## config.mk

```make
export PLATFORM = sky130hd
export DESIGN_NAME = crc_append_serializer
export DESIGN_NICKNAME = d
export VERILOG_FILES = /design/src/rtl/crc_pkg.sv /design/src/rtl/crc_shift_out.sv /design/src/rtl/crc_append_serializer.sv
export SDC_FILE = /design/constraint.sdc
export NUM_CORES = 1
export LEC_CHECK = 0
export CORE_AREA = 5 5 71 73
export CTS_BUF_LIST = sky130_fd_sc_hd__clkbuf_16
export CTS_CLUSTER_DIAMETER = 150
export DETAILED_ROUTE_END_ITERATION = 10
export DIE_AREA = 0 0 76 78
export MAX_ROUTING_LAYER = met4
export PLACE_DENSITY = 0.66
export SLEW_MARGIN = 20
export SYNTH_ARGS = -nofsm -noshare
export SYNTH_HDL_FRONTEND = slang
export SYNTH_SLANG_ARGS = --single-unit
```

## constraint.sdc

```tcl
create_clock -name clk -period 2.08 [get_ports clk]
set_clock_uncertainty 0.15 [all_clocks]
set_input_delay 0.208 -clock clk [delete_from_list [all_inputs] [get_ports clk]]
set_output_delay 0.208 -clock clk [all_outputs]
set_load 0.005 [all_outputs]
```

## src/rtl/crc_pkg.sv

```systemverilog
// Shared definitions for the serial CRC blocks: FSM state encoding and a width helper.
// Latency: n/a (package only).
// Backpressure: n/a (package only).
package crc_pkg;

    // Common state encoding used by the serial CRC back-end stages.
    typedef enum logic [1:0] {
        ST_IDLE   = 2'd0,
        ST_WAIT   = 2'd1,
        ST_APPEND = 2'd2
    } crc_state_t;

    // Width of the end-of-data wait counter; covers wait settings 0..15.
    localparam int CRC_WAIT_W = 4;

    // Number of bits needed to hold values 0..value-1.
    function automatic int clog2(input int value);
        int r;
        r = 0;
        for (int i = 0; i < 31; i++) begin
            if ((1 << i) < value) begin
                r = i + 1;
            end
        end
        return r;
    endfunction

endpackage

```

## src/rtl/crc_shift_out.sv

```systemverilog
// Loadable CRC_SIZE-bit shift register emitting one bit per shift, MSB- or LSB-first.
// Latency: head reflects the register contents; load_head is the head of load_val combinationally.
// Backpressure: none; shifts only when told to.
module crc_shift_out #(
    parameter int CRC_SIZE  = 32,
    parameter bit MSB_FIRST = 1'b1
) (
    input  logic                clk,
    input  logic                rst,
    input  logic                load,
    input  logic                shift,
    input  logic [CRC_SIZE-1:0] load_val,
    output logic                head,
    output logic                load_head
);

    logic [CRC_SIZE-1:0] sreg;

    // Moves the next bit to emit into the head position.
    function automatic logic [CRC_SIZE-1:0] advance(input logic [CRC_SIZE-1:0] v);
        if (MSB_FIRST) begin
            return v << 1;
        end
        return v >> 1;
    endfunction

    // Head taps for the stored word and for a word about to be loaded.
    always_comb begin
        head      = MSB_FIRST ? sreg[CRC_SIZE-1] : sreg[0];
        load_head = MSB_FIRST ? load_val[CRC_SIZE-1] : load_val[0];
    end

    // Load (optionally consuming the first bit in the same cycle) or shift.
    always_ff @(posedge clk) begin
        if (rst) begin
            sreg <= '0;
        end else if (load) begin
            sreg <= shift ? advance(load_val) : load_val;
        end else if (shift) begin
            sreg <= advance(sreg);
        end
    end

endmodule

```

## src/rtl/crc_append_serializer.sv

```systemverilog
// Passes a bit-serial frame through and appends the sampled CRC word on the same line.
// Latency: 1 cycle pass-through; CRC follows the last data bit after CRC_WAIT idle cycles.
// Backpressure: none; enable while busy is dropped and flagged with a one-cycle overrun pulse.
module crc_append_serializer
    import crc_pkg::*;
#(
    parameter int CRC_SIZE  = 32,   // must be at least 2
    parameter bit MSB_FIRST = 1'b1,
    parameter int CRC_WAIT  = 0
) (
    input  logic                clk,
    input  logic                rst,
    input  logic                serial,
    input  logic                enable,
    input  logic [CRC_SIZE-1:0] crc_in,
    output logic                data_out,
    output logic                out_valid,
    output logic                crc_phase,
    output logic                done,
    output logic                overrun
);

    localparam int CNT_W = (clog2(CRC_SIZE) < 1) ? 1 : clog2(CRC_SIZE);
    // The sampling edge already emits the first CRC bit, so APPEND covers the remaining CRC_SIZE-1.
    localparam logic [CNT_W-1:0]      CNT_LOAD  = CNT_W'(CRC_SIZE - 2);
    localparam logic [CRC_WAIT_W-1:0] WAIT_LOAD = CRC_WAIT_W'((CRC_WAIT > 0) ? CRC_WAIT - 1 : 0);

    crc_state_t            state, state_nxt;
    logic                  en_q, en_q_nxt;
    logic [CRC_WAIT_W-1:0] wait_cnt, wait_nxt;
    logic [CNT_W-1:0]      bit_cnt, cnt_nxt;
    logic                  data_nxt, valid_nxt, phase_nxt, done_nxt, ovr_nxt;
    logic                  start_crc;
    logic                  sh_load, sh_shift, sh_head, sh_load_head;

    crc_shift_out #(
        .CRC_SIZE  (CRC_SIZE),
        .MSB_FIRST (MSB_FIRST)
    ) u_shift (
        .clk       (clk),
        .rst       (rst),
        .load      (sh_load),
        .shift     (sh_shift),
        .load_val  (crc_in),
        .head      (sh_head),
        .load_head (sh_load_head)
    );

    // Next-state and output decode.
    always_comb begin
        state_nxt = state;
        en_q_nxt  = 1'b0;
        wait_nxt  = wait_cnt;
        cnt_nxt   = bit_cnt;
        data_nxt  = 1'b0;
        valid_nxt = 1'b0;
        phase_nxt = 1'b0;
        done_nxt  = 1'b0;
        ovr_nxt   = 1'b0;
        start_crc = 1'b0;
        sh_load   = 1'b0;
        sh_shift  = 1'b0;

        case (state)
            ST_IDLE: begin
                // en_q only tracks accepted bits, so a dropped overrun bit never fakes a frame end.
                en_q_nxt  = enable;
                data_nxt  = serial;
                valid_nxt = enable;
                if (!enable && en_q) begin
                    if (CRC_WAIT == 0) begin
                        start_crc = 1'b1;
                    end else begin
                        wait_nxt  = WAIT_LOAD;
                        state_nxt = ST_WAIT;
                    end
                end
            end
            ST_WAIT: begin
                ovr_nxt = enable;
                if (wait_cnt == '0) begin
                    start_crc = 1'b1;
                end else begin
                    wait_nxt = wait_cnt - 1'b1;
                end
            end
            ST_APPEND: begin
                ovr_nxt   = enable;
                data_nxt  = sh_head;
                valid_nxt = 1'b1;
                phase_nxt = 1'b1;
                sh_shift  = 1'b1;
                if (bit_cnt == '0) begin
                    done_nxt  = 1'b1;
                    state_nxt = ST_IDLE;
                end else begin
                    cnt_nxt = bit_cnt - 1'b1;
                end
            end
            default: begin
                state_nxt = ST_IDLE;
            end
        endcase

        // Sample crc_in and emit its first bit on the same edge so data and CRC stay contiguous.
        if (start_crc) begin
            sh_load   = 1'b1;
            sh_shift  = 1'b1;
            data_nxt  = sh_load_head;
            valid_nxt = 1'b1;
            phase_nxt = 1'b1;
            cnt_nxt   = CNT_LOAD;
            state_nxt = ST_APPEND;
        end
    end

    // State, counters and registered outputs.
    always_ff @(posedge clk) begin
        if (rst) begin
            state     <= ST_IDLE;
            en_q      <= 1'b0;
            wait_cnt  <= '0;
            bit_cnt   <= '0;
            data_out  <= 1'b0;
            out_valid <= 1'b0;
            crc_phase <= 1'b0;
            done      <= 1'b0;
            overrun   <= 1'b0;
        end else begin
            state     <= state_nxt;
            en_q      <= en_q_nxt;
            wait_cnt  <= wait_nxt;
            bit_cnt   <= cnt_nxt;
            data_out  <= data_nxt;
            out_valid <= valid_nxt;
            crc_phase <= phase_nxt;
            done      <= done_nxt;
            overrun   <= ovr_nxt;
        end
    end

endmodule

```

* Word-level counts from Yosys, hierarchy flattened *
Cells that the tools add are included.

word-level totals
  register bits after elaboration = 49
  logic and storage cells = 71

cells by class
  add/sub/neg operators = 2
  equal/unequal tests = 6
  mux-type cells = 27
  bitwise gates (word level) = 6
  reductions and logical operators = 18

operators by type and width
  operator                                                            count
  32-bit two-way mux                                                  5
  5-bit two-way mux                                                   3
  1-bit two-way mux                                                   13
  2-bit OR reduction                                                  6
  2-bit AND reduction                                                 5
  1-bit inverter                                                      6
  1-bit case mux with 2 select lines                                  3
  5-bit zero test                                                     1
  5-bit by 1-bit subtractor with 5-bit output, second input constant  1
  4-bit zero test                                                     1
  2-bit two-way mux                                                   2
  2-bit != test, second input constant                                2
  2-bit case mux with 2 select lines                                  1
  2-bit nonzero test                                                  2
  4-bit by 1-bit subtractor with 4-bit output, second input constant  1
  3-bit != test, second input constant                                1
  2-bit by 1-bit == test with 1-bit output, second input constant     1
  2-bit == test, second input constant                                1
  2-bit zero test                                                     1
  2-bit by 1-bit != test with 1-bit output, second input constant     1
  1-bit logical AND                                                   1
  1-bit zero test                                                     1

* Depth between registers and ports, before layout *
  depth after elaboration = 11
  gate-level depth with buffers = 5
  mapped depth without buffers = 5

* Cells and area by module *
Synthesis repeated with hierarchy kept, for this count alone.

second synthesis, totals
  cells, all modules = 162
  area, all modules = 1781.7 um2

modules (own cells, without submodules)
  module                 times used  cells an instance  area an instance (um2)  sequential area each (um2)
  crc_shift_out          1           110                1290.0                  640.6
  crc_append_serializer  1           52                 491.7                   240.2

* Worst setup path after synthesis *
No wires, ideal clock.

  kind = reg2reg
  from = reg bit_cnt[0]
  to = reg bit_cnt[0]
  setup time = 0.087 ns
  data arrival time = 1.452 ns
  data required time = 1.843 ns
  slack = 0.391 ns
  stages on the path, launching flop included = 6
  clock period less this slack = 1.689 ns
  path through = dfxtp_1 > inv_1 > ha_1 > or4b_4 > a2111o_1 > o31ai_1

on the way
  word-level cells in the longest chain between the ends = 3

ends and longest elaborated chain
  element                                                                                              line                          text
  start, declared                                                                                      crc_append_serializer.sv:31   logic [CNT_W-1:0] bit_cnt, cnt_nxt;
  start signal, assigned                                                                               crc_append_serializer.sv:133  bit_cnt <= cnt_nxt;
  parallel branches: the longest is 3 deep, another holds 5-bit by 1-bit subtractor with 5-bit output  n/a

Parallel ways; which one is timed is not known.
A chain may end at the register's enable or synchronous reset.

* Worst setup path after layout *
Same ends and word-level chain as after synthesis.

==> summary.txt <==
Power
  • Leak pwr: 1.11 nW
  • Sequential power share: 48.5%
  • VDD IR-drop max: 0.410 mV
  • Clock Power Share: 38.4%
  • Pwr per Cell Area: 782 mW/mm2
  • Switching fraction of total power: 22.9%
  • Combinational fraction of design power: 13.1%
  • NetSw: 0.000440 W
  • Cell-internal power: 0.00149 W

Yosys
  • Largest family of logic cells by synthesized area: multiplexers
  • Post-Syn Instances: 191
  • Synth Area in Simple Gates: 12.5%
  • Register area share after synthesis: 47.2%
  • Synth Area in Compound Gates: 17.0%
  • Synthesized flop and latch total: 44
  • XOR/XNOR Fraction of Synth Area: 0%
  • Synthesized cell area: 0.00187 mm2
  • Multiplexer share of the synthesized area: 17.2%
  • Avg Inst Size Synth: 9.77 um2
  • Count of distinct cell types in the synthesized netlist: 26
  • Post-Synth Adder-Cell Area: 0.671%
  • Mapped Nets: 228
  • YS warnings: 0

Global route
  • GR Overflow Total: 0
  • Vias in the first global route: 1,523
  • Largest net degree at the start of global routing: 37
  • Total GRT Usage: 14.7%
  • Initial antenna violation count: 0
  • First-pass GRT wire length: 7000 um

Clocking
  • Clock slew at reported path FFs: 0.06 ns
  • Clock tree from TritonCTS: done
  • CTS Buf Count: 5
  • H-tree levels: 2
  • Clock Tree Buf Depth: 2
  • Setup Buffers After CTS: 0
  • Clock root cell: clkbuf_16
  • Post-CTS resize count: 0
  • Clock Latency Late Sink: 0.28 ns
  • Post-CTS Hold Buffers: 0
  • CTS Sinks: 44

Min path
  • Hold Crit Class: reg2reg

Worst setup path
  • CP Launch Type: register
  • Crit-path slowest cell: or4b_4
  • Critical Path Max Stage Delay: 0.48 ns
  • CP required: 2.12 ns
  • Crit-path leading delay family: simple AND/OR/NAND/NOR gates
  • CP Buf/Inv Count: 1
  • Cells along the critical path: inv_1, ha_1, or4b_4, a2111o_1, o31ai_1
  • Data arrival, critical path: 1.83 ns
  • Setup CP Type: reg2reg
  • CP Max Fanout: 3
  • R2R Setup Slk: 0.29 ns
  • CP endpoint kind: register

Timing
  • Hold Violations, Final: 0
  • Final setup margin: 0.287 ns
  • Fin crit period: 1.79 ns
  • Fin. max-slew vios: 0
  • Hold_ws: 0.338 ns
  • Final period util: 86.2%
  • RSZ-0062 raised after global routing: false
  • Measured slew at the worst slew-check pin: 0.554 ns
  • Relative slew slack: 62.9%
  • Fmax achieved: 558 MHz
  • Setup Total Neg Slack: 0 ns
  • # setup viols final: 0

Route
  • Vias/cell: 5.33
  • Total routed wirelength: 4040 um
  • Post-route ant nets: 0
  • Initial DRT Pass Iterations: 6
  • DRC: 0
  • Routed WL per cell: 14.4 um
  • Vias post-DR: 1,499
  • Starting DRT DRC Count: 99

Die
  • Initial Util: 43.4%
  • Floorplan core area: 0.00429 mm2
  • Num rows: 24
  • Ports: 41
  • Die Area: 0.00593 mm2
  • Die height: 78 um
  • Die X: 76 um

Placement
  • Pre-CTS setup slack: 0.194 ns
  • DP Area: 0.00232 mm2
  • Global placement routability congestion: 0.734
  • Port Buffers: 40
  • DPL Wire Length: 2820 um

Run status
  • Status: completed

Cells and area
  • Ant diodes: 0
  • Fillcell total: 369
  • Layout cells sized above 1: 7.86%
  • # nets final: 265
  • Util after Layout: 57.4%
  • Final non-filler cell area: 0.00246 mm2
  • Layout area overhead: 32.1%

Flow run
  • Number of max-cap violations: 0
metal layers:
metal  wire [um]  share of wire (%)  global-route usage, %  vias up
met1        1910                 47                   17.5      703
met2        1920                 47                   23.7       30
met5           0                  0                      -        -
met4          65                1.6                   5.87        0
li1            -                  -                      -      762
met3         143                3.5                   3.70        4
tightest hold or removal path, cell delays in order, from the launching register on:
cell	delay [ns]
dfxtp_1	0.31
nor2_1	0.08
a211oi_1	0.05
final timing paths:
path                            to             start  cells past startpoint
setup reg to reg        bit_cnt[0]        bit_cnt[0]                      5
hold / removal    u_shift.sreg[26]  u_shift.sreg[25]                      2
setup / recovery        bit_cnt[0]        bit_cnt[0]                      5
hold reg to reg   u_shift.sreg[26]  u_shift.sreg[25]                      2
synthesized netlist by cell type, drive strengths merged:
cell | count | share of area [%]
buf | 6 | 2.4
a211o | 1 | 0.47
o31ai | 1 | 0.40
a31o | 1 | 0.47
nand2 | 4 | 0.80
mux2i | 32 | 17
nor2 | 36 | 7.2
clkbuf | 11 | 2.2
a2111o | 1 | 0.60
nor3 | 1 | 0.27
nand2b | 1 | 0.34
nor4b | 1 | 0.47
ha | 1 | 0.67
o32ai | 1 | 0.47
dfxtp | 44 | 47
or3 | 1 | 0.34
a21oi | 4 | 1.1
nor3b | 3 | 1.2
or4b | 2 | 1.3
and4b | 1 | 0.54
a211oi | 32 | 13
a31oi | 2 | 0.67
inv | 4 | 0.80
power by group through the flow:
stage               clock (W)  sequential (W)  combinational, W
detailed placement          0        0.000952          0.000252
CTS                  0.000764        0.000934          0.000255
finish               0.000739        0.000934          0.000253
global placement            0        0.000948          0.000245
global route         0.000800        0.000941          0.000279
floorplan                   0        0.000941          0.000148
state kept, by name, indices dropped and copies added (netlist names):
| signal | cells |
|---|---|
| u_shift.sreg | 32 |
| bit_cnt | 5 |
| crc_phase | 1 |
| data_out | 1 |
| done | 1 |
| en_q | 1 |
| out_valid | 1 |
| overrun | 1 |
| state | 1 |
cells in the final DEF, fill, tap and decap left out, drive strengths merged:
cell type,n
a2111o,1
a211o,1
a211oi,32
a21oi,4
a31o,1
a31oi,2
and4b,1
buf,7
clkbuf,5
clkdlybuf4s50,40
clkinv,3
dfxtp,44
ha,1
inv,4
mux2i,32
nand2,4
nand2b,1
nor2,36
nor3,1
nor3b,3
nor4b,1
o31ai,1
o32ai,1
or3,1
or4b,2
through the flow:
stage          power [W]  instances
3_3_place_gp     0.00119        273
4_1_cts          0.00195        281
5_1_grt          0.00202        281
6_report         0.00193        281
3_5_place_dp     0.00120        273
2_1_floorplan    0.00109        191
kinds of logic after synthesis:
kind of cell | count (synthesis)
compound gates | 43
fa+ha+maj | 1
buf+inv | 21
flops | 44
mux | 32
simple gates | 50
area by class of cell:
cell class / instances / area (um2) / share of cell area [%]
clock buffer: 5 / 125 / 5.08
clock inverter: 3 / 13.8 / 0.559
inverter: 4 / 15.0 / 0.609
multi-input combinational: 126 / 886 / 36.0
sequential: 44 / 881 / 35.8
tap: 52 / 65.1 / 2.64
timing repair buffer: 47 / 478 / 19.4
(Power assumes the default switching activity.)
